<file path="config.mk">
export PLATFORM = sky130hd
export DESIGN_NAME = awgn_channel
export DESIGN_NICKNAME = d
export VERILOG_FILES = /design/src/rtl/awgn_channel.sv
export SDC_FILE = /design/constraint.sdc
export NUM_CORES = 1
export LEC_CHECK = 0
export CAP_MARGIN = 20
export CORE_MARGIN = 2
export CORE_UTILIZATION = 33
export CTS_CLUSTER_SIZE = 16
export DETAILED_ROUTE_END_ITERATION = 10
export GPL_TIMING_DRIVEN = 0
export PLACE_DENSITY_LB_ADDON = 0.3
export SETUP_SLACK_MARGIN = 0.5
export SLEW_MARGIN = 20
export SYNTH_ARGS = -nofsm -noshare
export SYNTH_HDL_FRONTEND = slang
export SYNTH_SLANG_ARGS = --single-unit
</file>
<file path="constraint.sdc">
create_clock -name clk -period 12.1 [get_ports clk]
set_clock_uncertainty 0.05 [all_clocks]
set_input_delay 2.42 -clock clk [delete_from_list [all_inputs] [get_ports clk]]
set_output_delay 2.42 -clock clk [all_outputs]
set_load 0.1 [all_outputs]
</file>
<file path="src/rtl/awgn_channel.sv">
// AWGN channel: adds gain-scaled Q7 noise to a Q7 symbol stream, saturates to 16 bits.
// Two-stage valid/ready pipeline. Define AWGN_NOISE_POWER_EN for per-frame noise energy output.
module awgn_channel #(
  parameter int FRAME_LEN = 64,
  parameter int GAIN_FRAC = 4
) (
  input  logic        clk,
  input  logic        rst,
  input  logic [15:0] noise_i,
  input  logic [7:0]  noise_gain_i,
  input  logic        bypass_i,
  input  logic [15:0] sig_i,
  input  logic        sig_valid_i,
  output logic        sig_ready_o,
  output logic [15:0] out_o,
  output logic        out_valid_o,
  input  logic        out_ready_i,
  output logic        out_last_o,
  output logic        sat_o,
  output logic [31:0] noise_pow_o,
  output logic        noise_pow_valid_o
);
  localparam int CW = $clog2(FRAME_LEN);
  localparam logic [CW-1:0] LAST_CNT = CW'(FRAME_LEN - 1);

  logic [CW-1:0]      frame_cnt;
  logic [7:0]         g_lat;
  logic               s1_valid, s1_last;
  logic signed [15:0] s1_sig;
  logic signed [20:0] s1_ns;

  logic               adv1, adv2, accept, frame_start, cnt_last;
  logic [7:0]         g_cur;
  logic signed [24:0] prod;
  logic signed [20:0] ns_new;
  logic signed [21:0] sum;
  logic [15:0]        clip_val;
  logic               clip_sat;

  always_comb begin
    adv2        = !out_valid_o || out_ready_i;
    adv1        = !s1_valid || adv2;
    accept      = sig_valid_i && adv1;
    frame_start = (frame_cnt == '0);
    cnt_last    = (frame_cnt == LAST_CNT);
    // Gain is only sampled on the first sample of a frame.
    g_cur       = frame_start ? noise_gain_i : g_lat;
    prod        = 25'(signed'(noise_i)) * 25'(signed'({1'b0, g_cur}));
    ns_new      = bypass_i ? '0 : 21'(prod >>> GAIN_FRAC);
    sum         = 22'(s1_sig) + 22'(s1_ns);
    clip_sat    = 1'b0;
    clip_val    = sum[15:0];
    if (sum > 22'sd32767) begin
      clip_val = 16'h7FFF;
      clip_sat = 1'b1;
    end else if (sum < -22'sd32768) begin
      clip_val = 16'h8000;
      clip_sat = 1'b1;
    end
  end

  assign sig_ready_o = adv1;

  always_ff @(posedge clk) begin
    if (rst) begin
      frame_cnt   <= '0;
      g_lat       <= '0;
      s1_valid    <= 1'b0;
      s1_last     <= 1'b0;
      s1_sig      <= '0;
      s1_ns       <= '0;
      out_o       <= '0;
      out_valid_o <= 1'b0;
      out_last_o  <= 1'b0;
      sat_o       <= 1'b0;
    end else begin
      if (adv1) s1_valid <= sig_valid_i;
      if (accept) begin
        s1_sig    <= signed'(sig_i);
        s1_ns     <= ns_new;
        s1_last   <= cnt_last;
        frame_cnt <= cnt_last ? '0 : frame_cnt + 1'b1;
        if (frame_start) g_lat <= noise_gain_i;
      end
      if (adv2) begin
        out_valid_o <= s1_valid;
        if (s1_valid) begin
          out_o      <= clip_val;
          sat_o      <= clip_sat;
          out_last_o <= s1_last;
        end
      end
    end
  end

`ifdef AWGN_NOISE_POWER_EN
  logic signed [41:0] sq;
  logic [31:0]        e_new, out_e, acc, acc_next;
  logic [32:0]        acc_sum;

  always_comb begin
    sq       = 42'(s1_ns) * 42'(s1_ns);
    e_new    = 32'(sq >>> 7);
    acc_sum  = {1'b0, acc} + {1'b0, out_e};
    acc_next = acc_sum[32] ? '1 : acc_sum[31:0];
  end

  // out_e tracks the energy of the sample currently held in the output register.
  always_ff @(posedge clk) begin
    if (rst) begin
      out_e             <= '0;
      acc               <= '0;
      noise_pow_o       <= '0;
      noise_pow_valid_o <= 1'b0;
    end else begin
      noise_pow_valid_o <= 1'b0;
      if (adv2 && s1_valid) out_e <= e_new;
      if (out_valid_o && out_ready_i) begin
        if (out_last_o) begin
          noise_pow_o       <= acc_next;
          noise_pow_valid_o <= 1'b1;
          acc               <= '0;
        end else begin
          acc <= acc_next;
        end
      end
    end
  end
`else
  assign noise_pow_o       = '0;
  assign noise_pow_valid_o = 1'b0;
`endif

endmodule

</file>
### Yosys cells after proc, flatten, opt, wreduce, memory -nomap -nowiden

Cells that the tools add are included.

| storage, ports and cells | value |
|---|---|
| bits in registers | 72 |
| bits of input ports | 45 |
| output and inout port bits | 53 |
| logic and storage cells | 30 |

| operators by class | value |
|---|---|
| add/sub/neg operators | 2 |
| $mul | 1 |
| $lt $le $gt $ge | 2 |
| equality and inequality tests | 1 |
| muxes and demuxes | 7 |
| reductions and logical operators | 7 |

Operators with widths:

| cell | number |
|---|---|
| $mux W16 | 2 |
| $mul A16 B9 Y25 | 1 |
| $add A16 B21 Y22 | 1 |
| $gt A22 B16 Y1 const B | 1 |
| $lt A22 B16 Y1 const B | 1 |
| $mux W21 | 1 |
| $mux W8 | 1 |
| $add A6 B1 Y6 const B | 1 |
| $eq A6 B6 Y1 const B | 1 |
| $logic_not A6 Y1 | 1 |
| $mux W6 | 1 |
| $logic_not A1 Y1 | 2 |
| $logic_or A1 B1 Y1 | 2 |
| $mux W1 | 2 |
| $reduce_and A2 Y1 | 1 |
| $logic_and A1 B1 Y1 | 1 |

### Longest topological paths before layout

Gate-level depths: netlist of run 1.

| depth | value |
|---|---|
| depth after elaboration | 4 |
| gate-level depth with buffers | 26 |
| mapped depth without buffers | 25 |

### Least setup slack after synthesis of run 1

OpenSTA, ideal clock, no wires.

| timing path | value |
|---|---|
| path kind | input-to-reg |
| from | in noise_gain_i[5] |
| to | reg s1_ns[14] |
| setup time | 0.117 ns |
| arrival | 7.229 ns |
| required time | 11.933 ns |
| setup slack | 4.704 ns |
| cell stages on the path | 18 |
| buffers on the path | 1 |
| path through | mux2_2 > clkbuf_1 > and2_1 > fa_1 > fa_1 > fa_1 > inv_1 > fa_1 > inv_1 > ha_1 > a21o_1 > o41ai_1 > o221ai_1 > a21o_1 > a21o_1 > a21oi_1 > xnor2_1 > a22o_1 |

| on the way | value |
|---|---|
| longest elaborated chain between the ends | 3 |

RTL lines:

| element | line | source |
|---|---|---|
| start: declaration | 10 | `input logic [7:0] noise_gain_i,` |
| $mux W8 | -- |  |
| $mul A16 B9 Y25 | 48 | `prod = 25'(signed'(noise_i)) * 25'(signed'({1'b0, g_cur}));` |
| $mux W21 | 49 | `ns_new = bypass_i ? '0 : 21'(prod >>> GAIN_FRAC);` |
| end signal: assignment | 80 | `s1_ns <= ns_new;` |
| end: declaration | 30 | `logic signed [20:0] s1_ns;` |

No other way between the ends.
A chain may end at the register's enable or synchronous reset.

### Worst setup path after layout of run 1

| timing path | value |
|---|---|
| from | in noise_gain_i[6] |
| to | reg s1_ns[20] |

Same word-level chain as after synthesis.

==> flow_metrics.env, run 1 <==
export IMPL_status="complete, no violations"
export IMPL_yosysUniqueCellTypes=60
export IMPL_irDropWorstVdd_mv=0.0813
export IMPL_avgRoutedWirePerCell_microns=13.2
export IMPL_mostFrequentLayoutCell="inv_1"
export IMPL_grt_pass1_wl_microns=31700
export IMPL_synth_main_ff_cell="dfxtp_1"
export IMPL_grt_use_met1_pct=20.1
export IMPL_track_usage_pct=14.8
export IMPL_max_slew_worst_pin_slew_ns=0.964
export IMPL_hold_viol=0
export IMPL_die_area_sq_mm=0.0270
export IMPL_syn_area_sq_mm=0.00848
export IMPL_n_fill_cell=2538
export IMPL_synth_warning_count=0
export IMPL_setup_viol=0
export IMPL_diodes=0
export IMPL_grt_ovfl_total=0
export IMPL_row_count=58
export IMPL_root_buffer="clkbuf_16"
export IMPL_cp_required_ns=12.27
export IMPL_r2r_end="s1_ns[20]"
export IMPL_cts_tree="done"
export IMPL_dpl_cell_area_sq_mm=0.00965
export IMPL_cpLargestDelayFamily="adder cells"
export IMPL_clkTransAtPathRegs_ns=0.05
export IMPL_cp_slowest_cell="mux2i_1"
export IMPL_core_sq_mm=0.0252
export IMPL_rsz0062_at_grt="false"
export IMPL_whs_path_depth=2
export IMPL_routed_wl_microns=19100
export IMPL_die_h_microns=164
export IMPL_io_buffers=64
export IMPL_yosysSeqAreaShare_pct=17.0
export IMPL_start_kind="primary input"
export IMPL_ant_nets=0
export IMPL_cts_setup_buffers=0
export IMPL_area_delta_synth_final_pct=17.1
export IMPL_r2r_start="frame_cnt[2]"
export IMPL_grt_pass1_vias=6499
export IMPL_slowest_delay_ns=0.76
export IMPL_antenna_found_initial=0
export IMPL_rrSetupSlack_ns=4.98
export IMPL_clock_latency_ns=0.34
export IMPL_grtUsageMet3_pct=2.78
export IMPL_initial_core_util_pct=33.7
export IMPL_grtUsageMet2_pct=24.4
export IMPL_layout_drive_gt1_share_pct=5.93
export IMPL_tns_ns=0
export IMPL_crit_top_cell="inv_1"
export IMPL_grt_start_max_net_pins=11
export IMPL_hold_buffers=0
export IMPL_cts_buffers=9
export IMPL_max_cap_viol_count=0
export IMPL_netlist_instances=1004
export IMPL_worst_path_buf_inv=6
export IMPL_ctsResizeCount=0
export IMPL_dr_total_vias=6505
export IMPL_drc_errors=0
export IMPL_ios=98
export IMPL_path_cells="clkdlybuf4s50_1 > mux2i_1 > clkbuf_1 > nor2b_1 > ha_1 > inv_1 > fa_1 > inv_1 > fa_1 > inv_1 > fa_1 > inv_1 > ha_1 > a21boi_0 > o41ai_1 > o221ai_1 > a31oi_1 > a21oi_1 > a31oi_1 > xnor2_1 > a22o_1"
export IMPL_hold_class="reg -> reg"
export IMPL_avgSynthCellArea_sq_um=8.44
export IMPL_first_pass_iters=4
export IMPL_crit_type="in -> reg"
export IMPL_critical_path_arrival_ns=8.58
export IMPL_grt_busiest_layer="met2"
export IMPL_reg2reg_depth=23
export IMPL_hold_path_end="out_last_o"
export IMPL_cts_max_level=3
export IMPL_final_cell_mix="167 x inv_1, 106 x nand2_1, 103 x fa_1"
export IMPL_crit_start="noise_gain_i[6]"
export IMPL_final_nets=1329
export IMPL_hold_start="out_last_o"
export IMPL_clockBufferDepth=2
export IMPL_synthArstFlopShare_pct=0
export IMPL_ys_ff_latch=72
export IMPL_gp_congestion=0.836
export IMPL_synth_edf_count=0
export IMPL_viasPerCell=4.51
export IMPL_min_period_ns=8.41
export IMPL_max_freq_mhz=119
export IMPL_end_kind="flip-flop"
export IMPL_period_share_pct=69.5
export IMPL_leakagePower_nw=4.74
export IMPL_die_x_microns=164
export IMPL_dp_hpwl_microns=16200
export IMPL_max_slew_margin_pct=33.9
export IMPL_design_area_sq_mm=0.00993
export IMPL_slew_violations=0
export IMPL_powerDensity_mw_per_mm2=213
export IMPL_cts_sinks=72
export IMPL_drtIter0Drc=288
export IMPL_crit_fanout=10
state kept, by name (all words and copies together) (netlist names):
register,flops
g_lat,8
s1_last,1
out_o,16
sat_o,1
s1_sig,16
out_valid_o,1
out_last_o,1
s1_valid,1
s1_ns,21
frame_cnt,6
power breakdown:
group	leakage, nW	internal, W	switching (W)	total, W
Sequential	0.591	0.000268	0.0000193	0.000288
Combinational	4.02	0.000677	0.000901	0.00158
Clock	0.135	0.000162	0.0000908	0.000252
Total	4.74	0.00111	0.00101	0.00212
cell families after synthesis:
family                   Yosys count  synth area share (%)
buffers and inverters            230                  11.7
other                              1                0.0442
AND/OR/NAND/NOR                  317                  18.2
AO/OA/AOI/OAI                    162                  13.1
XOR/XNOR                          41                  4.32
multiplexers                       8                  1.03
flip-flops                        72                  17.0
adder cells (fa/ha/maj)          173                  34.7
cell usage after synthesis, drive strengths merged, types with 3 or more instances:
master	count	area, sq um
inv	167	627
nand2	106	398
fa	103	2060
dfxtp	72	1440
nor2	71	272
ha	70	876
a21oi	51	255
and2	48	300
nor2b	38	238
buf	36	264
clkbuf	27	101
xnor2	25	219
a211oi	18	150
a21o	18	135
o21ai	16	80.1
xor2	16	148
nor3	15	75.1
a22oi	14	110
nand2b	12	75.1
mux2	6	67.6
o21a	6	45.0
a211o	5	43.8
a22o	5	43.8
a31oi	5	31.3
a21boi	4	33.8
nand3	4	20.0
o21bai	4	30.0
o32ai	4	35.0
or3	4	25.0
and3	3	20.0
o211ai	3	22.5
or2	3	18.8
cell type report:
class | count | area (sq um) | share of cell area (%)
sequential | 72 | 1440 | 14.5
clock inverter | 1 | 30.0 | 0.302
buffer | 63 | 365 | 3.68
tap | 330 | 413 | 4.16
inverter | 167 | 627 | 6.31
multi-input combinational | 734 | 6160 | 62.1
clock buffer | 12 | 246 | 2.48
timing repair buffer | 64 | 641 | 6.45
worst reg2reg max path: stages (launching register included):
cell and delay (ns):
dfxtp_1 0.34, nor4_1 0.24, and2_1 0.16, clkbuf_1 0.36
mux2i_1 0.86, clkbuf_1 0.49, nor2b_1 0.11, ha_1 0.30
inv_1 0.05, fa_1 0.52, inv_1 0.06, fa_1 0.54
inv_1 0.06, fa_1 0.55, inv_1 0.05, ha_1 0.32
a21boi_0 0.17, o41ai_1 0.57, o221ai_1 0.28, a31oi_1 0.28
a21oi_1 0.13, a31oi_1 0.21, xnor2_1 0.10, a22o_1 0.19
through the flow:
stage / utilization (%) / worst slack, ns / total power [W] / cells / hold WS (ns)
after floorplan: - / 4.70 / 0.00159 / 1036 / 0.382
after global routing: 39.4 / 3.26 / 0.00238 / 1443 / 0.442
final: 39.4 / 3.69 / 0.00212 / 1443 / 0.410
after global placement: 38.3 / 3.31 / 0.00188 / 1430 / 0.398
after CTS: 39.4 / 3.61 / 0.00215 / 1443 / 0.413
after detailed placement: 38.3 / 3.27 / 0.00189 / 1430 / 0.403
routing by layer:
layer	routed length, microns	share of wire, %	vias to the layer above
li1	-	-	3342
met4	257	1.3	0
met5	0	0	-
met2	8700	46	111
met1	9380	49	3039
met3	780	4.1	13
worst max path at each step:
| stage | endpoint | cells after the start |
|---|---|---|
| 2_1_floorplan | s1_ns[14] | 18 |
| 3_3_place_gp | s1_ns[20] | 19 |
| 3_5_place_dp | s1_ns[20] | 19 |
| 4_1_cts | s1_ns[20] | 21 |
| 5_1_grt | s1_ns[20] | 21 |
| 6_report | s1_ns[20] | 21 |
Power figures use the tool's default switching activity.
==> inputs of run 2 (changes only) <==
Clock period 12.1 ns to 7.2 ns, I/O delays scaled along.
==> flow_metrics.env, run 2 (same netlist as run 1, synthesis figures left out) <==
export IMPL_grt_pass1_wl_microns=31800
export IMPL_dpl_cell_area_sq_mm=0.00965
export IMPL_r2r_start="frame_cnt[2]"
export IMPL_die_x_microns=164
export IMPL_slew_violations=0
export IMPL_area_delta_synth_final_pct=18.5
export IMPL_initial_core_util_pct=33.7
export IMPL_crit_type="in -> reg"
export IMPL_irDropWorstVdd_mv=0.166
export IMPL_die_area_sq_mm=0.0270
export IMPL_clkTransAtPathRegs_ns=0.05
export IMPL_root_buffer="clkbuf_16"
export IMPL_max_slew_worst_pin_slew_ns=0.978
export IMPL_layout_drive_gt1_share_pct=7.36
export IMPL_first_pass_iters=4
export IMPL_top_register="s1_ns"
export IMPL_start_kind="primary input"
export IMPL_drtIter0Drc=271
export IMPL_hold_start="out_last_o"
export IMPL_clockBufferDepth=2
export IMPL_grt_start_max_net_pins=11
export IMPL_cts_buffers=9
export IMPL_reg2reg_depth=23
export IMPL_avgRoutedWirePerCell_microns=13.3
export IMPL_cts_sinks=72
export IMPL_core_sq_mm=0.0252
export IMPL_clock_latency_ns=0.34
export IMPL_period_share_pct=90.0
export IMPL_whs_path_depth=2
export IMPL_mostFrequentLayoutCell="inv_1"
export IMPL_min_period_ns=6.48
export IMPL_final_nets=1330
export IMPL_hold_buffers=0
export IMPL_io_buffers=64
export IMPL_powerDensity_mw_per_mm2=366
export IMPL_cp_required_ns=7.37
export IMPL_dr_total_vias=6474
export IMPL_grt_pass1_vias=6513
export IMPL_die_h_microns=164
export IMPL_cts_tree="done"
export IMPL_rrSetupSlack_ns=0.82
export IMPL_max_freq_mhz=154
export IMPL_viasPerCell=4.48
export IMPL_routed_wl_microns=19200
export IMPL_row_count=58
export IMPL_status="complete, no violations"
export IMPL_n_fill_cell=2525
export IMPL_critical_path_arrival_ns=6.65
export IMPL_cts_max_level=3
export IMPL_tns_ns=0
export IMPL_track_usage_pct=14.8
export IMPL_max_cap_viol_count=0
export IMPL_gp_congestion=0.836
export IMPL_crit_fanout=10
export IMPL_drc_errors=0
export IMPL_r2r_end="s1_ns[20]"
export IMPL_design_area_sq_mm=0.0100
export IMPL_diodes=0
export IMPL_ant_nets=0
export IMPL_leakagePower_nw=4.80
export IMPL_max_slew_margin_pct=34.6
export IMPL_final_cell_mix="167 x inv_1, 106 x nand2_1, 103 x fa_1"
export IMPL_largest_reg_flops=21
export IMPL_setup_viol=0
export IMPL_dp_hpwl_microns=16200
export IMPL_rsz0062_at_grt="false"
export IMPL_end_kind="flip-flop"
export IMPL_hold_path_end="out_last_o"
export IMPL_antenna_found_initial=0
export IMPL_grt_ovfl_total=0
export IMPL_ios=98
export IMPL_whs_ns=0.410
export IMPL_p_total_w=0.00367
export IMPL_fin_util_pct=39.9
export IMPL_top_regs="s1_ns x21, out_o x16, s1_sig x16"
export IMPL_hold_viol=0
export IMPL_hold_class="reg -> reg"
-- run 2: cell count changes in the layout (fill, tap and decap cells not counted), moves of 2 or more --
cell | before | now
mux2i_1 | 2 | 0
buf_4 | 34 | 36
clkbuf_2 | 0 | 2
mux2_4 | 0 | 4
clkbuf_1 | 29 | 21
mux2_2 | 6 | 2
clkbuf_4 | 0 | 4
mux2i_4 | 0 | 2
-- run 2: metrics by stage --
stage,setup WS [ns],std cells
finish,0.719,1444
floorplan,0.784,1036
CTS,0.529,1443
global placement,-0.609,1430
global route,0.508,1444
detailed placement,-0.653,1430
-- run 2: how the worst max path moves through the flow --
stage / startpoint / to / depth (start not counted)
2_1_floorplan: noise_gain_i[5] / s1_ns[14] / 18
3_3_place_gp: noise_gain_i[6] / s1_ns[20] / 19
3_5_place_dp: noise_gain_i[6] / s1_ns[20] / 19
4_1_cts: noise_gain_i[5] / s1_ns[20] / 19
5_1_grt: noise_gain_i[5] / s1_ns[20] / 19
6_report: noise_gain_i[6] / s1_ns[20] / 21
-- run 2: timing repair --
item | 4_1_cts | 5_1_grt
endpoints found under the setup margin | 11 | 8
gates resized for setup | 17 | 16
buffers inserted | 0 | 1
pin swaps | 1 | 5
-- run 2: layout make-up --
type	count	area, sq um	area share, %
Multi-Input combinational cell	734	6250	62.2
Inverter	167	627	6.24
Buffer	63	388	3.86
Clock buffer	12	246	2.45
Timing Repair Buffer	65	648	6.45
Clock inverter	1	30.0	0.299
Sequential cell	72	1440	14.3
Tap cell	330	413	4.11
-- run 2: routing by layer --
metal	vias to the layer above	wire (microns)	GRT usage (%)
met5	-	0	0
met4	0	276	3.47
met3	13	742	2.78
met2	106	8750	24.4
met1	3013	9420	20.1
li1	3342	-	-
-- run 2: power by group --
group	internal, W	total (W)	switching, W
Sequential	0.000451	0.000484	0.0000327
Combinational	0.00120	0.00276	0.00157
Clock	0.000272	0.000426	0.000155
-- run 2: critical path, stage by stage --
cell and delay, ns:
clkdlybuf4s50_1 0.45, mux2i_4 0.36, clkbuf_2 0.34, nor2b_1 0.09, ha_1 0.28, inv_1 0.05, fa_1 0.52, inv_1 0.06
fa_1 0.54, inv_1 0.06, fa_1 0.55, inv_1 0.05, ha_1 0.32, a21boi_1 0.19, o41ai_4 0.32, o221ai_2 0.17
a31oi_2 0.23, a21oi_1 0.12, a31oi_1 0.21, xnor2_1 0.10, a22o_1 0.19
